**src/rtl/rv32e_mem_arbiter_if.sv**
```systemverilog
// Bus bundle between the core's fetch/data ports, the arbiter and the memory.
// The slave view is the arbiter; the master view is the core plus memory side that drives it.
interface rv32e_mem_arbiter_if;
    logic        i_req;
    logic [31:0] i_addr;
    logic [31:0] i_rdata;
    logic        i_ready;
    logic        d_req;
    logic        d_we;
    logic [31:0] d_addr;
    logic [31:0] d_wdata;
    logic [3:0]  d_wstrb;
    logic [31:0] d_rdata;
    logic        d_ready;
    logic        err;
    logic        m_req;
    logic        m_we;
    logic [31:0] m_addr;
    logic [31:0] m_wdata;
    logic [3:0]  m_wstrb;
    logic [31:0] m_rdata;
    logic        m_ack;

    modport slave (
        input  i_req, i_addr, d_req, d_we, d_addr, d_wdata, d_wstrb, m_rdata, m_ack,
        output i_rdata, i_ready, d_rdata, d_ready, err,
               m_req, m_we, m_addr, m_wdata, m_wstrb
    );

    modport master (
        output i_req, i_addr, d_req, d_we, d_addr, d_wdata, d_wstrb, m_rdata, m_ack,
        input  i_rdata, i_ready, d_rdata, d_ready, err,
               m_req, m_we, m_addr, m_wdata, m_wstrb
    );
endinterface

```
**src/rtl/rv32e_mem_arbiter.sv**
```systemverilog
// Fetch/data arbiter onto one single-ported memory bus: data-first priority with a
// fetch anti-starvation streak limit, and a watchdog that aborts unacknowledged requests.
module rv32e_mem_arbiter #(
    parameter int MAX_D_STREAK   = 4,
    parameter int TIMEOUT_CYCLES = 255
) (
    input  logic               clk,
    input  logic               rst_n,
    rv32e_mem_arbiter_if.slave bus
);
    typedef enum logic [1:0] {IDLE, BUSY_I, BUSY_D} state_t;

    localparam logic [3:0] STREAK_MAX = 4'(MAX_D_STREAK);
    localparam logic [7:0] TMO_LAST   = 8'(TIMEOUT_CYCLES - 1);

    state_t      state_q;
    logic [3:0]  streak_q, streak_d;
    logic [7:0]  timer_q;
    logic        grant_d, grant_i;
    logic        m_req_q, m_we_q;
    logic [31:0] m_addr_q, m_wdata_q;
    logic [3:0]  m_wstrb_q;
    logic        i_ready_q, d_ready_q, err_q;
    logic [31:0] i_rdata_q, d_rdata_q;

    // Data wins unless a waiting fetch has already been passed over MAX_D_STREAK times.
    always_comb begin
        grant_d  = bus.d_req && !(bus.i_req && streak_q == STREAK_MAX);
        grant_i  = bus.i_req && !grant_d;
        streak_d = '0;
        if (grant_d && bus.i_req)
            streak_d = (streak_q == STREAK_MAX) ? streak_q : streak_q + 4'd1;
    end

    always_ff @(posedge clk or negedge rst_n) begin
        if (!rst_n) begin
            state_q   <= IDLE;
            streak_q  <= '0;
            timer_q   <= '0;
            m_req_q   <= 1'b0;
            m_we_q    <= 1'b0;
            m_addr_q  <= '0;
            m_wdata_q <= '0;
            m_wstrb_q <= '0;
            i_ready_q <= 1'b0;
            d_ready_q <= 1'b0;
            err_q     <= 1'b0;
            i_rdata_q <= '0;
            d_rdata_q <= '0;
        end else begin
            i_ready_q <= 1'b0;
            d_ready_q <= 1'b0;
            err_q     <= 1'b0;
            i_rdata_q <= '0;
            d_rdata_q <= '0;
            case (state_q)
                IDLE: begin
                    timer_q <= '0;
                    if (grant_d || grant_i) begin
                        streak_q  <= streak_d;
                        m_req_q   <= 1'b1;
                        m_we_q    <= grant_d && bus.d_we;
                        m_addr_q  <= grant_d ? bus.d_addr : bus.i_addr;
                        m_wdata_q <= grant_d ? bus.d_wdata : '0;
                        m_wstrb_q <= (grant_d && bus.d_we) ? bus.d_wstrb : 4'b0000;
                        state_q   <= grant_d ? BUSY_D : BUSY_I;
                    end
                end
                BUSY_I, BUSY_D: begin
                    // An ack on the final watchdog count still completes normally.
                    if (bus.m_ack || timer_q == TMO_LAST) begin
                        m_req_q <= 1'b0;
                        timer_q <= '0;
                        err_q   <= !bus.m_ack;
                        state_q <= IDLE;
                        if (state_q == BUSY_I) begin
                            i_ready_q <= 1'b1;
                            i_rdata_q <= bus.m_ack ? bus.m_rdata : '0;
                        end else begin
                            d_ready_q <= 1'b1;
                            d_rdata_q <= bus.m_ack ? bus.m_rdata : '0;
                        end
                    end else begin
                        timer_q <= timer_q + 8'd1;
                    end
                end
                default: state_q <= IDLE;
            endcase
        end
    end

    assign bus.m_req   = m_req_q;
    assign bus.m_we    = m_we_q;
    assign bus.m_addr  = m_addr_q;
    assign bus.m_wdata = m_wdata_q;
    assign bus.m_wstrb = m_wstrb_q;
    assign bus.i_ready = i_ready_q;
    assign bus.i_rdata = i_rdata_q;
    assign bus.d_ready = d_ready_q;
    assign bus.d_rdata = d_rdata_q;
    assign bus.err     = err_q;
endmodule

```
**src/flat_wrapper.sv**
```systemverilog
// flat-port wrapper written by rule: the top's interface ports become plain ports
module rv32e_mem_arbiter_flat 
#(
    parameter int MAX_D_STREAK   = 4,
    parameter int TIMEOUT_CYCLES = 255
)
  (clk, rst_n, bus_i_req, bus_i_addr, bus_d_req, bus_d_we, bus_d_addr, bus_d_wdata, bus_d_wstrb, bus_m_rdata, bus_m_ack, bus_i_rdata, bus_i_ready, bus_d_rdata, bus_d_ready, bus_err, bus_m_req, bus_m_we, bus_m_addr, bus_m_wdata, bus_m_wstrb);
  rv32e_mem_arbiter_if bus_i ();
  input  logic clk;
  input  logic rst_n;
  input wire logic [$bits(bus_i.i_req)-1:0] bus_i_req;
  input wire logic [$bits(bus_i.i_addr)-1:0] bus_i_addr;
  input wire logic [$bits(bus_i.d_req)-1:0] bus_d_req;
  input wire logic [$bits(bus_i.d_we)-1:0] bus_d_we;
  input wire logic [$bits(bus_i.d_addr)-1:0] bus_d_addr;
  input wire logic [$bits(bus_i.d_wdata)-1:0] bus_d_wdata;
  input wire logic [$bits(bus_i.d_wstrb)-1:0] bus_d_wstrb;
  input wire logic [$bits(bus_i.m_rdata)-1:0] bus_m_rdata;
  input wire logic [$bits(bus_i.m_ack)-1:0] bus_m_ack;
  output wire logic [$bits(bus_i.i_rdata)-1:0] bus_i_rdata;
  output wire logic [$bits(bus_i.i_ready)-1:0] bus_i_ready;
  output wire logic [$bits(bus_i.d_rdata)-1:0] bus_d_rdata;
  output wire logic [$bits(bus_i.d_ready)-1:0] bus_d_ready;
  output wire logic [$bits(bus_i.err)-1:0] bus_err;
  output wire logic [$bits(bus_i.m_req)-1:0] bus_m_req;
  output wire logic [$bits(bus_i.m_we)-1:0] bus_m_we;
  output wire logic [$bits(bus_i.m_addr)-1:0] bus_m_addr;
  output wire logic [$bits(bus_i.m_wdata)-1:0] bus_m_wdata;
  output wire logic [$bits(bus_i.m_wstrb)-1:0] bus_m_wstrb;
  assign bus_i.i_req = bus_i_req;
  assign bus_i.i_addr = bus_i_addr;
  assign bus_i.d_req = bus_d_req;
  assign bus_i.d_we = bus_d_we;
  assign bus_i.d_addr = bus_d_addr;
  assign bus_i.d_wdata = bus_d_wdata;
  assign bus_i.d_wstrb = bus_d_wstrb;
  assign bus_i.m_rdata = bus_m_rdata;
  assign bus_i.m_ack = bus_m_ack;
  assign bus_i_rdata = bus_i.i_rdata;
  assign bus_i_ready = bus_i.i_ready;
  assign bus_d_rdata = bus_i.d_rdata;
  assign bus_d_ready = bus_i.d_ready;
  assign bus_err = bus_i.err;
  assign bus_m_req = bus_i.m_req;
  assign bus_m_we = bus_i.m_we;
  assign bus_m_addr = bus_i.m_addr;
  assign bus_m_wdata = bus_i.m_wdata;
  assign bus_m_wstrb = bus_i.m_wstrb;
  rv32e_mem_arbiter #(.MAX_D_STREAK(MAX_D_STREAK), .TIMEOUT_CYCLES(TIMEOUT_CYCLES)) u_core (.clk(clk), .rst_n(rst_n), .bus(bus_i));
endmodule
```
**config.mk**
```make
export PLATFORM = sky130hd
export DESIGN_NAME = rv32e_mem_arbiter_flat
export DESIGN_NICKNAME = d
export VERILOG_FILES = /design/src/rtl/rv32e_mem_arbiter_if.sv /design/src/rtl/rv32e_mem_arbiter.sv /design/src/flat_wrapper.sv
export SDC_FILE = /design/constraint.sdc
export NUM_CORES = 1
export LEC_CHECK = 0
export CAP_MARGIN = 20
export CORE_MARGIN = 1
export CORE_UTILIZATION = 30
export CTS_CLUSTER_SIZE = 40
export DETAILED_ROUTE_END_ITERATION = 7
export PLACE_DENSITY_LB_ADDON = 0.3
export SLEW_MARGIN = 0
export SYNTH_ARGS = -nofsm -noshare
export SYNTH_HDL_FRONTEND = slang
export SYNTH_SLANG_ARGS = --single-unit
```
**constraint.sdc**
```tcl
create_clock -name clk -period 3.67 [get_ports clk]
set_clock_uncertainty 0.2 [all_clocks]
set_input_delay 0.734 -clock clk [delete_from_list [all_inputs] [get_ports clk]]
set_output_delay 0.734 -clock clk [all_outputs]
set_load 0.02 [all_outputs]
```
==> impl_metrics.yaml <==
power_and_ir_drop:
  irDropWorstVdd_mv: 0.316
  powerDensity_mw_per_mm2: 766
  leakagePower_nw: 4.29
synth:
  synth_fp_nets: 754
  ys_ff_latch: 151
  yosys.area.top_type_share_pct: 63.9
  synthDistinctLibCells: 37
  avgSynthCellArea_um2: 9.73
  synthArstFlopShare_pct: 100
  netlist_area_mm2: 0.00592
  yosysMostFrequentCell: "nand2_1"
  yosys_warnings: 0
  yosysTopAreaCell: "dfrtp_1"
  ys_top_cells_by_area: "dfrtp_1, nand2_1, nor2_1"
  synth_seq_area_share_pct: 63.9
  ys_top_cells_by_count: "nand2_1, dfrtp_1, nor2_1"
  synth_ff_type: "dfrtp_1"
  synth_edf_count: 0
  syn_inst: 608
setup_path:
  path_class: "primary input to flip-flop"
  worstPathArrival_ps: 2620
  critPathMaxFanout: 35
  worstSetupStartpointType: "primary input"
  path_buf_inv: 2
  worst_setup_path_end_kind: "flip-flop"
  crit_chain: "clkdlybuf4s50_1 -> nand4b_1 -> and2_2 -> buf_4 -> nand2_1 -> a31oi_1"
  cpPeakStageDelay_ps: 640
  cp_slowest_cell: "and2_2"
  worstPathRequired_ps: 3810
  crit_family: "simple AND/OR/NAND/NOR gates"
sta:
  post-route-period-util_pct: 67.4
  slew_headroom_pct: 47.2
  setup_tns_ps: 0
  drv_slew: 0
  finalSetupViolCount: 0
  fmax_ghz: 0.405
  worst-slew-pin-transition_ps: 789
  hold_violations: 0
  layout_min_cycle_time_ps: 2470
  rsz0062_at_grt: "no"
drt:
  ant_nets: 0
  wl_per_cell_um: 15.2
  detail_route.vias_per_cell: 4.53
  drt-pass1-iter-count: 4
  vias: 5220
  drcViolationCount: 0
  wl_mm: 17.5
  drt_iter0_drc: 224
clocking:
  clock_path_buffers: 2
  cts_hold_buf: 0
  numCtsBuffers: 17
  cts-resized-gates: 0
  h-tree-depth: 4
  cts_root_buf: "clkbuf_16"
  cts.reportedPaths.clkPinSlew_ps: 60
  clk_latency_ps: 420
  cts_tree: "done"
  post-cts-setup-buffers: 0
  cts.sink_count: 151
die:
  die_y_um: 142
  start_util_pct: 30.5
  num_io_pins: 275
  dieArea_mm2: 0.0203
  die_w_um: 142
  core-area_mm2: 0.0194
  placementRows: 51
global_routing:
  grt_overflow: 0
  grt_pass1_wl_mm: 27.0
  grt_max_degree: 69
  first_global_vias: 5127
  grt_use_total_pct: 17.5
  grt_antenna_before_repair: 0
finish:
  seqCellArea_mm2: 0.00378
  fin_nets: 1021
  diodes: 0
  drive_above_1_share_pct: 5.74
  stdcell_count: 1153
  fillerInstances: 1836
  multiInputGateArea_mm2: 0.00193
  syn2layout_area_growth_pct: 61.6
placed_design:
  dp.cells: 1121
  dp_hpwl_mm: 12.1
  io_buffers: 274
  gp_congestion: 0.793
outcome:
  status: "finished, final reports clean"
worst_hold_path:
  hp-class: "primary input to async pin"
flow_run:
  max_cap_viol_count: 0
registers in the layout, indices dropped and copies added, names as in the netlist:
signal	cells
u_core.bus.i_rdata	32
u_core.bus.i_ready	1
u_core.bus.m_req	1
u_core.bus.m_wdata	32
u_core.state_q	2
u_core.streak_q	4
u_core.bus.d_ready	1
u_core.timer_q	8
u_core.bus.err	1
u_core.bus.m_wstrb	4
u_core.bus.d_rdata	32
u_core.bus.m_we	1
u_core.bus.m_addr	32
metrics by stage:
stage	worst slack (ps)	cell area [µm²]	hold slack (ps)	power [W]	util, %
after floorplan	1770	5920	238	0.00401	-
after global placement	791	8940	249	0.00547	46.1
after detailed placement	749	8940	255	0.00551	46.1
after CTS	1190	9560	117	0.00742	49.3
after global routing	1030	9560	153	0.00775	49.3
final	1200	9560	103	0.00732	49.3
per-layer routing:
layer  vias to the layer above  routed length, µm  GRT usage, %
li1                       2509                  -             -
met1                      2462               7270          20.7
met2                       227               7970          27.9
met3                        22               2050          8.21
met4                         0                252          6.06
met5                         -                  0             0
cell type report:
cell class / instances / share of cell area, %
Inverter: 8 / 0.314
Sequential cell: 151 / 39.5
Clock buffer: 17 / 4.45
Timing Repair Buffer: 286 / 30.0
Clock inverter: 15 / 2.11
Tap cell: 265 / 3.47
Multi-Input combinational cell: 411 / 20.1
cell usage in the layout, fill, tap and decap left out, types with 3 or more instances in the layout:
cell / instances
ha_1: 8
inv_6: 7
clkdlybuf4s50_1: 273
inv_8: 3
buf_12: 3
buf_4: 9
clkbuf_16: 17
nor2_1: 104
dfrtp_1: 151
nand2_1: 183
a32o_1: 3
nand3_1: 40
inv_1: 8
a31oi_1: 32
o21ai_0: 12
bufinv_16: 3
path summary, 6_finish.rpt:
path / start / to / slack [ps] / cells past startpoint
setup / recovery: bus_i_req / u_core.bus.m_addr[28] / 1200 / 6
min in group clk: u_core.bus.m_wdata[3] / u_core.bus.m_wdata[3] / 270 / 2
max in group asynchronous: rst_n / u_core.bus.m_wdata[26] / 2370 / 2
setup reg to reg: u_core.streak_q[0] / u_core.bus.m_addr[28] / 1450 / 7
hold / removal: rst_n / u_core.bus.d_rdata[22] / 100 / 1
hold reg to reg: u_core.bus.m_wdata[3] / u_core.bus.m_wdata[3] / 270 / 2
kinds of logic (layout without fill, tap and decap cells):
| logic type | Yosys count | in the layout | synth area share [%] |
|---|---|---|---|
| compound gates | 59 | 59 | 6.77 |
| xor+xnor | 2 | 2 | 0.296 |
| fa+ha+maj | 8 | 8 | 1.69 |
| buf+inv | 46 | 326 | 3.81 |
| flops | 151 | 151 | 63.9 |
| mux | 1 | 1 | 0.169 |
| simple gates | 341 | 341 | 23.4 |
power by group:
| group | internal [W] | switching, W | total [W] |
|---|---|---|---|
| Sequential | 0.00216 | 0.000257 | 0.00242 |
| Clock | 0.00110 | 0.000784 | 0.00189 |
| Combinational | 0.00131 | 0.00170 | 0.00302 |
| Total | 0.00458 | 0.00274 | 0.00732 |
No activity file was read; power rests on OpenSTA's default activity.
